==> config.mk <==
export PLATFORM = sky130hd
export DESIGN_NAME = pc_fetch_unit
export DESIGN_NICKNAME = d
export VERILOG_FILES = /design/src/rtl/pc_fetch_unit.sv
export SDC_FILE = /design/constraint.sdc
export NUM_CORES = 1
export LEC_CHECK = 0
export CAP_MARGIN = 0
export CORE_MARGIN = 4
export CORE_UTILIZATION = 50
export DETAILED_ROUTE_END_ITERATION = 12
export PLACE_DENSITY = 0.73
export SLEW_MARGIN = 20
export SYNTH_ARGS = -nofsm -noshare
export SYNTH_HDL_FRONTEND = slang
export SYNTH_SLANG_ARGS = --single-unit
export TNS_END_PERCENT = 100
==> constraint.sdc <==
create_clock -name clk -period 5.3 [get_ports clk]
set_input_delay 1.59 -clock clk [delete_from_list [all_inputs] [get_ports clk]]
set_output_delay 1.59 -clock clk [all_outputs]
set_load 0.1 [all_outputs]
==> src/rtl/pc_fetch_unit.sv <==
// pc_fetch_unit
//   Program counter and instruction-fetch sequencer. It presents a word PC to
//   the program-address decoder and tags each issued PC as it travels through
//   the FETCH_LAT-cycle decoder/memory latency. Each returned instr_in word is
//   paired with its PC. The block handles sequential fetch, branch and jump
//   redirects, stall with replay, and a sticky fault for out-of-range fetches.
//
// Ports
//   clk, rst_n   clock (rising edge); asynchronous active-low reset
//   stall        downstream busy: outputs hold, in-flight fetches are replayed
//   branch_en    redirect to pc_out + 1 + sext(branch_off)
//   branch_off   signed 16-bit word offset
//   jump_en      redirect to zero-extended jump_target (wins over branch)
//   jump_target  26-bit absolute word address
//   instr_in     word returned by program memory, FETCH_LAT cycles after issue
//   pc_out       word address to the decoder; never above PROG_WORDS-1
//   instr_out    delivered instruction
//   instr_pc     PC of instr_out
//   instr_valid  instr_out/instr_pc carry a newly delivered instruction
//   fault        sticky out-of-range fetch fault, cleared only by rst_n
module pc_fetch_unit #(
  parameter int          ADDR_W     = 32,
  parameter int          PROG_WORDS = 1024,
  parameter int unsigned RESET_PC   = 0,
  parameter int          FETCH_LAT  = 2
) (
  input  logic              clk,
  input  logic              rst_n,
  input  logic              stall,
  input  logic              branch_en,
  input  logic [15:0]       branch_off,
  input  logic              jump_en,
  input  logic [25:0]       jump_target,
  input  logic [31:0]       instr_in,
  output logic [ADDR_W-1:0] pc_out,
  output logic [31:0]       instr_out,
  output logic [ADDR_W-1:0] instr_pc,
  output logic              instr_valid,
  output logic              fault
);

  localparam logic [ADDR_W-1:0] PC_MAX = ADDR_W'(PROG_WORDS - 1);
  localparam logic [ADDR_W-1:0] PC_RST = ADDR_W'(RESET_PC);
  localparam int                LAST   = FETCH_LAT - 1;

  typedef enum logic [1:0] {IDLE, RUN, HOLD, FLT} state_t;
  state_t state, state_nxt;

  // Fetch tags: stage i holds the PC issued i+1 cycles ago. The last stage
  // lines up with the instr_in word for that PC.
  logic [FETCH_LAT-1:0]             vld_pipe;
  logic [FETCH_LAT-1:0][ADDR_W-1:0] pc_pipe;

  // PC after the most recently delivered instruction. This is where a stall
  // resumes, because everything younger in flight is thrown away.
  logic [ADDR_W-1:0] next_exp;

  logic              redir;
  logic [ADDR_W-1:0] seq_pc, br_pc, redir_pc;

  assign redir    = (jump_en | branch_en) & (state != FLT);
  assign seq_pc   = pc_out + ADDR_W'(1);
  assign br_pc    = pc_out + ADDR_W'(1) + ADDR_W'($signed(branch_off));
  assign redir_pc = jump_en ? ADDR_W'(jump_target) : br_pc;

  // Control decode. A target above PC_MAX never reaches pc_out. Instead it
  // raises flt_set, and pc_out keeps its last legal value.
  logic              issue, clr, flt_set;
  logic [ADDR_W-1:0] pc_nxt;

  always_comb begin
    issue   = 1'b0;
    clr     = 1'b0;
    flt_set = 1'b0;
    pc_nxt  = pc_out;
    if (redir) begin
      clr = 1'b1;
      if (redir_pc > PC_MAX) flt_set = 1'b1;
      else                   pc_nxt  = redir_pc;
    end else if (state == RUN) begin
      if (stall) begin
        // Replay fault keeps the tags so older fetches still drain.
        if (next_exp > PC_MAX) flt_set = 1'b1;
        else begin
          clr    = 1'b1;
          pc_nxt = next_exp;
        end
      end else begin
        // The last legal PC is still issued even when its successor faults.
        issue = 1'b1;
        if (seq_pc > PC_MAX) flt_set = 1'b1;
        else                 pc_nxt  = seq_pc;
      end
    end
  end

  always_comb begin
    state_nxt = state;
    case (state)
      IDLE:      state_nxt = (redir & stall) ? HOLD : RUN;
      RUN, HOLD: state_nxt = stall ? HOLD : RUN;
      default:   state_nxt = FLT;
    endcase
    if (flt_set) state_nxt = FLT;
  end

  always_ff @(posedge clk or negedge rst_n) begin
    if (!rst_n) state <= IDLE;
    else        state <= state_nxt;
  end

  always_ff @(posedge clk or negedge rst_n) begin
    if (!rst_n) begin
      vld_pipe <= '0;
      pc_pipe  <= '0;
    end else begin
      vld_pipe[0] <= issue & ~clr;
      pc_pipe[0]  <= pc_out;
      for (int i = 1; i < FETCH_LAT; i++) begin
        vld_pipe[i] <= vld_pipe[i-1] & ~clr;
        pc_pipe[i]  <= pc_pipe[i-1];
      end
    end
  end

  always_ff @(posedge clk or negedge rst_n) begin
    if (!rst_n) begin
      pc_out      <= PC_RST;
      next_exp    <= PC_RST;
      instr_out   <= '0;
      instr_pc    <= '0;
      instr_valid <= 1'b0;
      fault       <= 1'b0;
    end else begin
      pc_out <= pc_nxt;
      if (flt_set) fault <= 1'b1;

      // A redirect kills the word in the last stage on this same edge.
      if (redir) begin
        instr_valid <= 1'b0;
      end else if (!stall) begin
        instr_valid <= vld_pipe[LAST];
        if (vld_pipe[LAST]) begin
          instr_out <= instr_in;
          instr_pc  <= pc_pipe[LAST];
        end
      end

      if (redir) begin
        if (!flt_set) next_exp <= redir_pc;
      end else if (!stall && vld_pipe[LAST]) begin
        next_exp <= pc_pipe[LAST] + ADDR_W'(1);
      end
    end
  end

endmodule

After elaboration in Yosys (flattened, before gate mapping)
Index checks and enable logic that the tools add are counted.
{"block": "classes", "add_sub_neg": 3, "order_cmp": 3, "eq_ne": 8, "mux": 29, "bitwise_logic": 8, "n_reduce_logical": 9}
{"cell": "32-bit two-way mux", "count": 10}
{"cell": "32-bit by 10-bit > comparator with 1-bit output, second input constant", "count": 3}
{"cell": "32-bit by 1-bit adder with 32-bit output, second input constant", "count": 2}
{"cell": "32-bit adder", "count": 1}
{"cell": "1-bit two-way mux", "count": 15}
{"cell": "2-bit two-way mux", "count": 3}
{"cell": "2-bit != test, second input constant", "count": 3}
{"cell": "3-bit != test, second input constant", "count": 2}
{"cell": "1-bit bitwise AND", "count": 4}
{"cell": "2-bit one-hot mux with 2 select lines", "count": 1}
{"cell": "4-bit AND reduction", "count": 1}
{"cell": "2-bit nonzero test", "count": 2}
{"cell": "1-bit inverter", "count": 3}
{"cell": "3-bit AND reduction", "count": 1}
{"cell": "2-bit by 1-bit equality test with 1-bit output, second input constant", "count": 1}
{"cell": "2-bit equality test, second input constant", "count": 1}
{"cell": "2-bit logical NOT", "count": 1}
{"cell": "2-bit by 1-bit != test with 1-bit output, second input constant", "count": 1}
{"cell": "2-bit AND reduction", "count": 1}
{"cell": "2-bit OR reduction", "count": 1}
{"cell": "1-bit logical AND", "count": 1}
{"cell": "1-bit logical NOT", "count": 1}
{"cell": "1-bit OR", "count": 1}
{"block": "word_totals", "regBits": 198, "in_bits": 79, "output_inout_bits": 98, "word_cells": 70}

Logic depth before layout (Yosys ltp)
Gate-level depths: netlist (run 1).
{"block": "logic_depth", "word_depth": 8, "ltp_mapped": 20, "ltp_nobuf": 17}

Worst setup path before layout (run 1)
OpenSTA, ideal clock, no wires.
{"block": "synth_path", "path_kind": "register -> register", "start": "register pc_out[8]", "end": "register next_exp[10]", "setup_time_ns": 0.125, "arrival_ns": 5.226, "required_ns": 5.175, "slack_ns": -0.051, "path_stages_with_launch": 21, "n_path_buf": 3, "synth_period_minus_slack_ns": 5.351, "path_cell_list": "dfrtp_1 clkbuf_1 nand4_1 nor3_1 nand3_1 nor2_1 nand2_1 xnor2_1 ha_1 clkbuf_1 nand4_1 nand2b_1 nor2_1 or4_4 or3_1 a211oi_1 a21oi_1 nor4_4 a21oi_2 buf_6 mux2_4"}
{"block": "synth_via", "elab_chain_cells": 8, "word_cells_on_any_way": 14, "classes_between": "add/sub: 2; order compare: 2; eq/ne: 1; mux: 8; reduce/logical: 1"}
{"item": "start: declaration", "line": "35", "text": "output logic [ADDR_W-1:0] pc_out,"}
{"item": "start signal: assignment", "line": "135", "text": "pc_out <= pc_nxt;"}
{"item": "32-bit by 1-bit adder with 32-bit output (*)", "line": "62, 63"}
{"item": "32-bit adder or 32-bit by 10-bit > comparator with 1-bit output (tied branches)", "line": "63, 91"}
{"item": "32-bit two-way mux or 1-bit two-way mux (tied branches)", "line": "64, 91"}
{"item": "32-bit by 10-bit > comparator with 1-bit output or 1-bit two-way mux (tied branches)", "line": "78, 81"}
{"item": "1-bit two-way mux (on tied branches)", "line": "78, 80"}
{"item": "1-bit two-way mux", "line": "76", "text": "if (redir) begin"}
{"item": "2-bit != test (no line)"}
{"item": "2-bit AND reduction (no line)"}
{"item": "end signal: assignment", "line": "150", "text": "if (!flt_set) next_exp <= redir_pc;"}
{"item": "end signal: assignment", "line": "152", "text": "next_exp <= pc_pipe[LAST] + ADDR_W'(1);"}
{"item": "end: declaration", "line": "56", "text": "logic [ADDR_W-1:0] next_exp;"}
Every way passes the cells marked *; elsewhere a longest branch is shown, timed or not. The select of a mux whose other input is x is not followed.
A chain may end at the register's enable or synchronous reset.

Worst setup path in the final report (run 1)
{"block": "layout_path", "start": "input branch_off[15]", "end": "register next_exp[28]"}
{"block": "layout_via", "elab_chain_cells": 7, "word_cells_on_any_way": 9, "classes_between": "add/sub: 1; order compare: 1; eq/ne: 1; mux: 5; reduce/logical: 1"}
{"item": "start: declaration", "line": "31", "text": "input logic [15:0] branch_off,"}
{"item": "32-bit adder (*)", "line": "63", "text": "assign br_pc = pc_out + ADDR_W'(1) + ADDR_W'($signed(branch_off));"}
{"item": "32-bit two-way mux (*)", "line": "64", "text": "assign redir_pc = jump_en ? ADDR_W'(jump_target) : br_pc;"}
{"item": "32-bit by 10-bit > comparator with 1-bit output", "line": "78", "text": "if (redir_pc > PC_MAX) flt_set = 1'b1;"}
{"item": "1-bit two-way mux", "line": "78"}
{"item": "1-bit two-way mux", "line": "76"}
{"item": "2-bit != test (no line)"}
{"item": "2-bit AND reduction (no line)"}
Marks and branches as above.

==> flow_summary.ini, run 1 <==
[yosys]
ys_types = 66
synth_top_area_share_pct = 45.2
syn_nets = 1182
synth.area.top_cells = dfrtp_1 (45%), mux2_2 (7.0%), ha_1 (4.6%)
synth_top_family_by_area = simple AND/OR/NAND/NOR gates
post-synth-top-count-cell = dfrtp_1
yosys.area_share.simple_pct = 15.7
synth_xor_xnor_area_share_pct = 6.39
synthMuxAreaShare_pct = 13.6
ys_seq_area_share_pct = 45.2
synth_compound_area_share_pct = 11.6
synthAdderAreaFrac_pct = 4.75
yosys.area.top_type = dfrtp_1
synth_common_cells = dfrtp_1 (198), nand2_1 (101), nor2_1 (74), mux2_2 (68), o21ai_0 (58)
ys_seq_elements = 198
yosys_warnings = 0
syn_inst = 1062
synth_enable_flop_cells = 0
ys.flop_type = dfrtp_1
synthArstFlopShare_pct = 100
avgSynthCellArea_um2 = 10.3
syn_area_um2 = 11000

[clock_tree]
cts-root-buf = clkbuf_16
postCtsResizedCells = 0
htree_levels = 4
insertion_delay_ns = 0.45
clock_sinks = 198
clkTransAtPathRegs_ns = 0.07
cts_inserted_buffers = 17
cts.path.max_buffers = 2
ctsHoldBuffers = 0
tritoncts = built
post_cts_buffers = 0

[critical_path]
worst-path-buf-inv = 6
slowest_stage = clkdlybuf4s50_1
cp_max_fo = 19
path_cells = clkdlybuf4s50_1 > buf_4 > buf_12 > ha_1 > a21oi_1 > buf_4 > o21a_1 > o21a_1 > o311ai_0 > a21oi_1 > mux2i_1 > nand2_1 > nor4b_4 > buf_4 > a21oi_4 > buf_12 > mux2_4
crit_path_start_kind = input pin
max_stage_delay_ns = 0.48
crit_path_frequent_cell = buf_4
rrSetupSlack_ns = 0.31
worstPathArrival_ns = 5.33
worstSetupPathType = input pin to register
cp-end-kind = register
r2r-end = next_exp[28]$_DFFE_PN0P_
reg2reg_depth = 20
required_ns = 5.63
crit_family = buffers and inverters
regToRegStartpoint = pc_out[0]$_DFFE_PN0P_

[sta]
fin_tns_setup_ns = 0
rsz0062_at_grt = no
fin_ws_ns = 0.297
finalHoldViolations = 0
fin_skew_ns = 0.0123
setup_viol = 0
worstMarginPinSlew_ns = 1.02
slew_headroom_pct = 31.9
period_share_pct = 94.4
drv_slew = 0
fmax_ghz = 0.200
layout_min_cycle_time_ns = 5.00

[cells_and_area]
fillers = 1659
drive_gt1_share_pct = 19.5
insertedDiodeCount = 0
syn_to_final_growth_pct = 31.8
nets = 1443
stdcell_count = 1611

[grt]
grt_pass1_vias = 8936
grt_usage_pct = 25.9
grt_max_degree = 100
grt_pass1_wl_mm = 49.6
antenna_found_initial = 1
overflow = 0

[route]
remaining_drc_errors = 0
top_layer_used = met4
wl_met3_mm = 1.96
first_pass_iters = 7
drt_iter0_drc = 803
met1_length_mm = 14.2
avgViaCountPerCell = 5.69
routed-wl-met2_mm = 14.8
vias = 9167
routed_wl_mm = 31.5
routedWlPerCell_um = 19.6
drtAntennaViolNets = 0

[hold_path]
holdPathStages = 0
hold_path_startpoint = pc_pipe[17]$_DFF_PN0_
hold_path_class = register to register
min_to = pc_pipe[49]$_DFF_PN0_

[floorplan]
dieArea_um2 = 24300
core_um2 = 21300
die_y_um = 156
initial_core_util_pct = 51.5
num_rows = 53
die_w_um = 156
num_io_pins = 177

[pwr]
seqPwrFrac_pct = 31.1
clkPwrFrac_pct = 20.3
p_sw_share_pct = 46.1
irDropWorstVdd_mv = 0.318
comb_power_share_pct = 48.7
power.density_nw_per_um2 = 469
power.leakage_nw = 6.63
p_int_mw = 3.65
p_switching_mw = 3.12

[placement]
dpl.cell_count = 1579
portBuffers = 176
hpwl_mm = 24.1
gp_congestion = 0.953
place_ws_ns = -0.294

[flow_run]
maxCapViolCount = 0

[run_status]
status = finished clean
-- kinds of logic (layout without fill, tap and decap cells) --
kind of cell               Yosys count  after routing
buffers and inverters               70            344
muxes                              126            126
AOI/OAI and AO/OA                  206            206
DFF                                198            198
adders and majority gates           41             41
xor gates and xnor gates            80             80
and+or+nand+nor                    341            341
-- placed cells by master, fill, tap and decap left out, types with 4 or more instances in the layout --
cell	instances
nand3_1	34
xor2_1	26
o21bai_1	5
or2_2	4
buf_4	108
o21a_1	10
nand4_1	30
mux2_2	68
and2_1	25
o211ai_1	11
and4_1	8
mux2i_1	24
dfrtp_1	197
nor3_1	11
a31oi_1	13
xnor2_1	54
and3_1	18
ha_1	40
inv_1	22
clkdlybuf4s50_1	175
buf_12	6
nor2b_1	5
o21ai_0	58
inv_8	5
nor4_1	8
a21o_1	5
a211oi_1	14
nand2b_1	6
nor2_1	72
nand2_1	101
clkbuf_16	17
mux2_4	26
a21oi_1	55
mux2_1	8
o31ai_1	5
-- per-layer routing --
layer  vias to the layer above  track usage, %
met2                       310            41.3
met1                      4468            36.9
met4                         0            7.63
li1                       4339               -
met5                         -               0
met3                        50            3.74
-- sequential cells by signal, summed over array words and instances (netlist names) --
| signal | cells |
|---|---|
| instr_valid | 1 |
| instr_out | 32 |
| pc_pipe | 64 |
| fault | 1 |
| state | 2 |
| next_exp | 32 |
| pc_out | 32 |
| instr_pc | 32 |
| vld_pipe | 2 |
-- worst max path at each step --
stage                               endpoint                    from  cells after the start
detailed placement  next_exp[28]$_DFFE_PN0P_           branch_off[1]                     16
finish              next_exp[28]$_DFFE_PN0P_          branch_off[15]                     17
global placement       pc_out[8]$_DFFE_PN0P_           branch_off[1]                     16
CTS                 next_exp[28]$_DFFE_PN0P_           branch_off[1]                     16
floorplan           next_exp[10]$_DFFE_PN0P_  pc_out[10]$_DFFE_PN0P_                     19
global route        next_exp[28]$_DFFE_PN0P_   pc_out[0]$_DFFE_PN0P_                     20
-- area by class of cell --
type                            count  area, µm²  area share, %
Multi-Input combinational cell    794       5730           39.7
Sequential cell                   198       4960           34.3
Timing Repair Buffer              290       2700           18.7
Tap cell                          275        344           2.38
Inverter                           22       82.6          0.572
Clock inverter                     15        201           1.40
Clock buffer                       17        425           2.95
-- power groups by stage --
stage | logic [mW] | clock network (mW) | registers, mW
2_1_floorplan | 1.07 | 0 | 3.34
4_1_cts | 3.30 | 1.39 | 2.10
3_5_place_dp | 3.27 | 0 | 2.12
6_report | 3.30 | 1.37 | 2.10
5_1_grt | 3.47 | 1.46 | 2.15
3_3_place_gp | 3.23 | 0 | 2.11
-- stage by stage --
stage                     cell area, µm²  power, mW  util (%)  hold WS [ns]
after floorplan                    11000       4.41         -         0.331
after global placement             13800       5.33      64.8         0.331
after detailed placement           13800       5.39      64.8         0.335
after CTS                          14400       6.79      67.8         0.352
after global routing               14400       7.08      67.8         0.357
final                              14400       6.77      67.8         0.351
(Power assumes the default switching activity.)
==> run 2, diff against run 1 <==
--- a/config.mk
+++ b/config.mk
@@ -9,7 +9,7 @@
 export CORE_MARGIN = 4
 export CORE_UTILIZATION = 50
 export DETAILED_ROUTE_END_ITERATION = 12
-export PLACE_DENSITY = 0.73
+export PLACE_DENSITY = 0.85
 export SLEW_MARGIN = 20
 export SYNTH_ARGS = -nofsm -noshare
 export SYNTH_HDL_FRONTEND = slang
==> run 2 against run 1 <==
Maximum frequency fell by 3.1%. Largest power group unchanged. Clock skew fell by 0.00056 ns. Via count rose by 4.1%. Global-route usage rose by 0.58 points. Sequential share of layout area rose by 0.13 points. Final cell count fell by 0.19%. Routed wire length rose by 1.9%. Worst setup slack got worse by 0.16 ns.
==> flow_summary.ini, run 2 (synthesis gave the netlist of run 1 again) <==
[run_status]
status = finished clean

[grt]
overflow = 0
grt_pass1_vias = 9888
grt_pass1_wl_mm = 51.5
grt_max_degree = 108
grt_usage_pct = 26.5
antenna_found_initial = 0

[sta]
rsz0062_at_grt = yes
layout_min_cycle_time_ns = 5.16
fmax_ghz = 0.194
worstMarginPinSlew_ns = 1.01
period_share_pct = 97.4
fin_tns_setup_ns = 0
finalHoldViolations = 0
slew_headroom_pct = 32.6
whs_ns = 0.351
drv_slew = 0
setup_viol = 0
fin_skew_ns = 0.0117

[placement]
portBuffers = 176
hpwl_mm = 23.6
placedInstanceArea_um2 = 13700
gp_congestion = 0.993

[cells_and_area]
final_common_cell = dfrtp_1
final_cell_area_um2 = 14400
drive_gt1_share_pct = 19.3
multi_input_area_um2 = 5740
fillers = 1507
final_cell_mix = dfrtp_1 (197), clkdlybuf4s50_1 (175), buf_4 (108)
insertedDiodeCount = 0
largest_register_ffs = 64
top_register = pc_pipe
final-seq-area_um2 = 4960
nets = 1440
syn_to_final_growth_pct = 31.3

[floorplan]
dieArea_um2 = 24300
die_y_um = 156
num_rows = 53
die_w_um = 156
core_um2 = 21300
initial_core_util_pct = 51.5
num_io_pins = 177

[route]
routed_wl_mm = 32.1
vias = 9543
first_pass_iters = 5
remaining_drc_errors = 0
avgViaCountPerCell = 5.93
routedWlPerCell_um = 20.0
drtAntennaViolNets = 0
drt_iter0_drc = 882

[critical_path]
crit_path_frequent_cell = buf_4
required_ns = 5.63
worstSetupPathType = input pin to register
max_stage_delay_ns = 0.40
cp-end-kind = register
path_cells = clkdlybuf4s50_1 > ha_1 > fa_1 > a211oi_1 > buf_4 > o211ai_1 > a21oi_1 > o21bai_1 > a31oi_1 > mux2i_1 > nand2_1 > nor4b_4 > buf_4 > a21oi_4 > buf_12 > mux2_4
crit_path_start_kind = input pin
slowest_stage = clkdlybuf4s50_1
worstPathArrival_ns = 5.49
cp_max_fo = 19

[pwr]
power.leakage_nw = 6.61
power.density_nw_per_um2 = 473
irDropWorstVdd_mv = 0.352

[clock_tree]
clock_sinks = 198
cts.path.max_buffers = 2
tritoncts = built
insertion_delay_ns = 0.44
htree_levels = 4
clkTransAtPathRegs_ns = 0.08
cts-root-buf = clkbuf_16
ctsHoldBuffers = 0
cts_inserted_buffers = 17

[flow_run]
maxCapViolCount = 0

[hold_path]
hold_path_class = register to register
==> run 2: metrics by stage <==
step                util [%]  worst slack [ns]  std cells  power [mW]
floorplan                  -            0.0271       1062        4.41
global placement        64.5            -0.247       1574        5.31
detailed placement      64.5            -0.250       1574        5.40
CTS                     67.4             0.179       1606        6.79
global route            67.6           -0.0410       1608        7.10
finish                  67.6             0.139       1608        6.81
==> run 2: worst max-delay path: cells and delay by family <==
family | cells | cell delay [ns]
AO/OA/AOI/OAI | 6 | 1.18
adder cells (fa/ha/maj) | 2 | 0.64
buffers and inverters | 4 | 0.96
multiplexers | 2 | 0.65
AND/OR/NAND/NOR | 2 | 0.43
==> run 2: what timing repair did <==
item | in CTS | in global routing
buffers inserted | 0 | 2
gates resized for setup | 0 | 3
endpoints found under the setup margin | 0 | 66
==> run 2: per-layer routing <==
metal / vias to the layer above / global-route usage [%] / routed length (µm)
met5: - / 0 / 0
met4: 0 / 12.4 / 1470
met3: 132 / 5.91 / 2540
met2: 473 / 43.2 / 15100
met1: 4624 / 33.6 / 13000
li1: 4314 / - / -
==> run 2: cell type report <==
class / count / area share (%)
clock buffer: 17 / 2.96
clock inverter: 15 / 1.41
inverter: 22 / 0.574
multi-input combinational: 794 / 39.9
sequential: 198 / 34.5
tap: 275 / 2.39
timing repair buffer: 287 / 18.3
==> run 2: power by group <==
part / total [mW] / switching (mW) / internal [mW]
combinational: 3.34 / 2.23 / 1.11
sequential: 2.10 / 0.252 / 1.85
clock: 1.36 / 0.669 / 0.690
==> run 2: final timing paths <==
check	start	to	slack [ns]	cells after the start
min	pc_pipe[10]$_DFF_PN0_	pc_pipe[42]$_DFF_PN0_	0.35	0
min reg2reg	pc_pipe[10]$_DFF_PN0_	pc_pipe[42]$_DFF_PN0_	0.35	0
min in group asynchronous	rst_n	instr_pc[15]$_DFFE_PN0P_	1.24	1
max	branch_off[0]	next_exp[19]$_DFFE_PN0P_	0.14	16
max in group asynchronous	rst_n	state[1]$_DFF_PN0_	3.07	2
max reg2reg	pc_out[0]$_DFFE_PN0P_	pc_out[1]$_DFFE_PN0P_	0.17	16
==> run 3, diff against run 2 <==
--- a/config.mk
+++ b/config.mk
@@ -5,10 +5,12 @@
 export SDC_FILE = /design/constraint.sdc
 export NUM_CORES = 1
 export LEC_CHECK = 0
+export ABC_AREA = 1
 export CAP_MARGIN = 0
 export CORE_MARGIN = 4
 export CORE_UTILIZATION = 50
 export DETAILED_ROUTE_END_ITERATION = 12
+export GPL_TIMING_DRIVEN = 0
 export PLACE_DENSITY = 0.85
 export SLEW_MARGIN = 20
 export SYNTH_ARGS = -nofsm -noshare
==> constraint.sdc (replaced) <==
create_clock -name clk -period 5.3 [get_ports clk]
set_input_delay 1.59 -clock clk [delete_from_list [all_inputs] [get_ports clk]]
set_output_delay 1.59 -clock clk [all_outputs]
set_load 0.02 [all_outputs]
==> run 3 against run 2 <==
Total power shrank 24%. Clock skew grew 0.0013 ns. Sequential share of layout area shrank 0.21 points. Largest power group is now registers. Largest cell class unchanged. Final cell count grew 29%. Register-to-register slack gained 0.60 ns. Non-clock buffer count shrank 77. Combinational power shrank 47%. Worst setup slack gained 0.33 ns. Synthesized cell count grew 46%.
==> flow_summary.ini, run 3 <==
[sta]
rsz0062_at_grt = no
fmax_ghz = 0.207
drv_slew = 0
setup_viol = 0
worstMarginPinSlew_ns = 0.768
fin_skew_ns = 0.0131
slew_headroom_pct = 48.7
whs_ns = 0.349
finalHoldViolations = 0
period_share_pct = 91.2
layout_min_cycle_time_ns = 4.83
fin_ws_ns = 0.465

[route]
remaining_drc_errors = 0
vias = 10809
routed_wl_mm = 34.8
avgViaCountPerCell = 5.22
routedWlPerCell_um = 16.8
drtAntennaViolNets = 0
first_pass_iters = 6
drt_iter0_drc = 969

[pwr]
clkPwrFrac_pct = 26.6
p_switching_mw = 1.86
power.leakage_nw = 7.61
power.density_nw_per_um2 = 355
irDropWorstVdd_mv = 0.200
seqPwrFrac_pct = 39.0
comb_power_share_pct = 34.4
p_sw_share_pct = 36.2
p_int_mw = 3.28

[critical_path]
slowest_stage = clkdlybuf4s50_1
cp_max_fo = 20
path_cells = clkdlybuf4s50_1 > ha_1 > nand2_1 > nor2_1 > nand2_1 > nor4_1 > nand2_1 > nand3_1 > nand2_1 > nor2_1 > nor2_1 > nand2_1 > nor2_2 > nand2_4 > nand2_4 > buf_8 > o21ai_1 > nand2_1
regToRegStartpoint = pc_out[0]$_DFFE_PN0P_
reg2reg_depth = 26
max_stage_delay_ns = 0.81
rrSetupSlack_ns = 0.77
cp-end-kind = register
worstPathArrival_ns = 5.17
crit_path_frequent_cell = nand2_1
crit_path_start_kind = input pin
worstSetupPathType = input pin to register
r2r-end = pc_out[2]$_DFFE_PN0P_
required_ns = 5.63

[clock_tree]
post_cts_buffers = 0
htree_levels = 4
clkTransAtPathRegs_ns = 0.08
cts_inserted_buffers = 17
postCtsResizedCells = 0
ctsHoldBuffers = 0
cts.path.max_buffers = 2
insertion_delay_ns = 0.45
clock_sinks = 198
cts-root-buf = clkbuf_16
tritoncts = built

[hold_path]
min_to = pc_pipe[32]$_DFF_PN0_
holdPathStages = 0
hold_path_class = register to register
hold_path_startpoint = pc_pipe[0]$_DFF_PN0_

[yosys]
ys.flop_type = dfrtp_1
ys_seq_area_share_pct = 42.6
synthArstFlopShare_pct = 100
ys_seq_elements = 198
post-synth-top-count-cell = nand2_1
synth_top_area_share_pct = 42.6
synth.area.top_cells = dfrtp_1 (43%), nand2_1 (17%), inv_1 (7.4%)
syn_inst = 1546
synth_enable_flop_cells = 0
syn_nets = 1666
avgSynthCellArea_um2 = 7.52
yosys.area.top_type = dfrtp_1
syn_area_um2 = 11600
yosys_warnings = 0
ys_types = 47
synth_common_cells = nand2_1 (514), inv_1 (229), dfrtp_1 (198), nor2_1 (125), nand3_1 (93)

[cells_and_area]
insertedDiodeCount = 0
drive_gt1_share_pct = 7.23
syn_to_final_growth_pct = 24.4
final_cell_area_um2 = 14500
final_cell_mix = nand2_1 (514), inv_1 (229), dfrtp_1 (198)
top_register = pc_pipe
largest_register_ffs = 64
final_common_cell = nand2_1
nets = 1863

[floorplan]
num_rows = 55
core_um2 = 22800
die_y_um = 161
dieArea_um2 = 25800
num_io_pins = 177
die_w_um = 161
initial_core_util_pct = 51.1

[grt]
use_met2_pct = 45.9
grt_max_degree = 90
grt_pass1_wl_mm = 56.2
grt_pass1_vias = 10720
busiest_layer = met2
antenna_found_initial = 0
grt_usage_pct = 27.3
met1_usage_pct = 36.7
use_met3_pct = 4.98
overflow = 0

[run_status]
status = finished clean

[placement]
place_ws_ns = 0.0677
gp_congestion = 0.995
portBuffers = 176
hpwl_mm = 28.0
placedInstanceArea_um2 = 13800

[flow_run]
maxCapViolCount = 0
run 3: changes by cell type after synthesis, sizes merged, moves of 16 or more:
cell	delta
inv	+210
nor2	+66
nand3	+65
xnor2	-44
clkbuf	-20
and2	-23
mux2i	-24
a21oi	-34
and3	-16
nand2	+419
mux2	-63
run 3: worst max path at each step:
stage	start	end	slack, ns	cells after the start
after floorplan	branch_off[0]	pc_out[11]$_DFFE_PN0P_	1.52	19
after global placement	rst_n	pc_pipe[4]$_DFF_PN0_	-5.37	1
after detailed placement	branch_off[15]	next_exp[26]$_DFFE_PN0P_	0.07	17
after CTS	branch_off[15]	pc_out[2]$_DFFE_PN0P_	0.51	18
after global routing	branch_off[15]	pc_out[9]$_DFFE_PN0P_	0.18	17
final	branch_off[15]	pc_out[2]$_DFFE_PN0P_	0.47	18
run 3: stage by stage:
step | power (mW) | utilization, % | TNS, ns | cells
3_5_place_dp | 3.80 | 60.8 | 0 | 2037
5_1_grt | 5.41 | 63.5 | 0 | 2069
2_1_floorplan | 3.01 | - | 0 | 1546
4_1_cts | 5.15 | 63.5 | 0 | 2069
6_report | 5.14 | 63.5 | 0 | 2069
3_3_place_gp | 3.73 | 60.5 | -1059.59 | 2035
run 3: cells by family after synthesis:
logic type                 count (synthesis)  share of synthesized area [%]
AOI/OAI and AO/OA                        124                           6.13
xor gates and xnor gates                  51                           3.84
adders and majority gates                 41                           4.48
buffers and inverters                    266                           9.05
DFF                                      198                           42.6
muxes                                     39                           3.78
and+or+nand+nor                          827                           30.1
run 3: layer usage:
layer / routed length (µm) / share of wire (%)
met5: 0 / 0
met4: 844 / 2.4
met3: 2820 / 8.1
met2: 16300 / 47
met1: 14800 / 43
run 3: power groups by stage:
stage | Combinational [mW] | Clock, mW | Sequential [mW]
after global routing | 1.93 | 1.44 | 2.05
after CTS | 1.77 | 1.37 | 2.01
after global placement | 1.71 | 0 | 2.02
final | 1.77 | 1.37 | 2.01
after detailed placement | 1.76 | 0 | 2.04
after floorplan | 0.742 | 0 | 2.27
run 3: critical path: cells and delay by family:
kind,cells,cell delay (ns)
adders and majority gates,1,0.62
AOI/OAI and AO/OA,1,0.08
buffers and inverters,2,1.00
and+or+nand+nor,14,1.87
run 3: area by class of cell:
cell class,count,area [µm²]
Buffer,32,174
Clock buffer,17,425
Clock inverter,15,203
Fill cell,1963,8310
Inverter,234,878
Multi-Input combinational cell,1082,5620
Sequential cell,198,4950
Tap cell,313,392
Timing Repair Buffer,178,1820
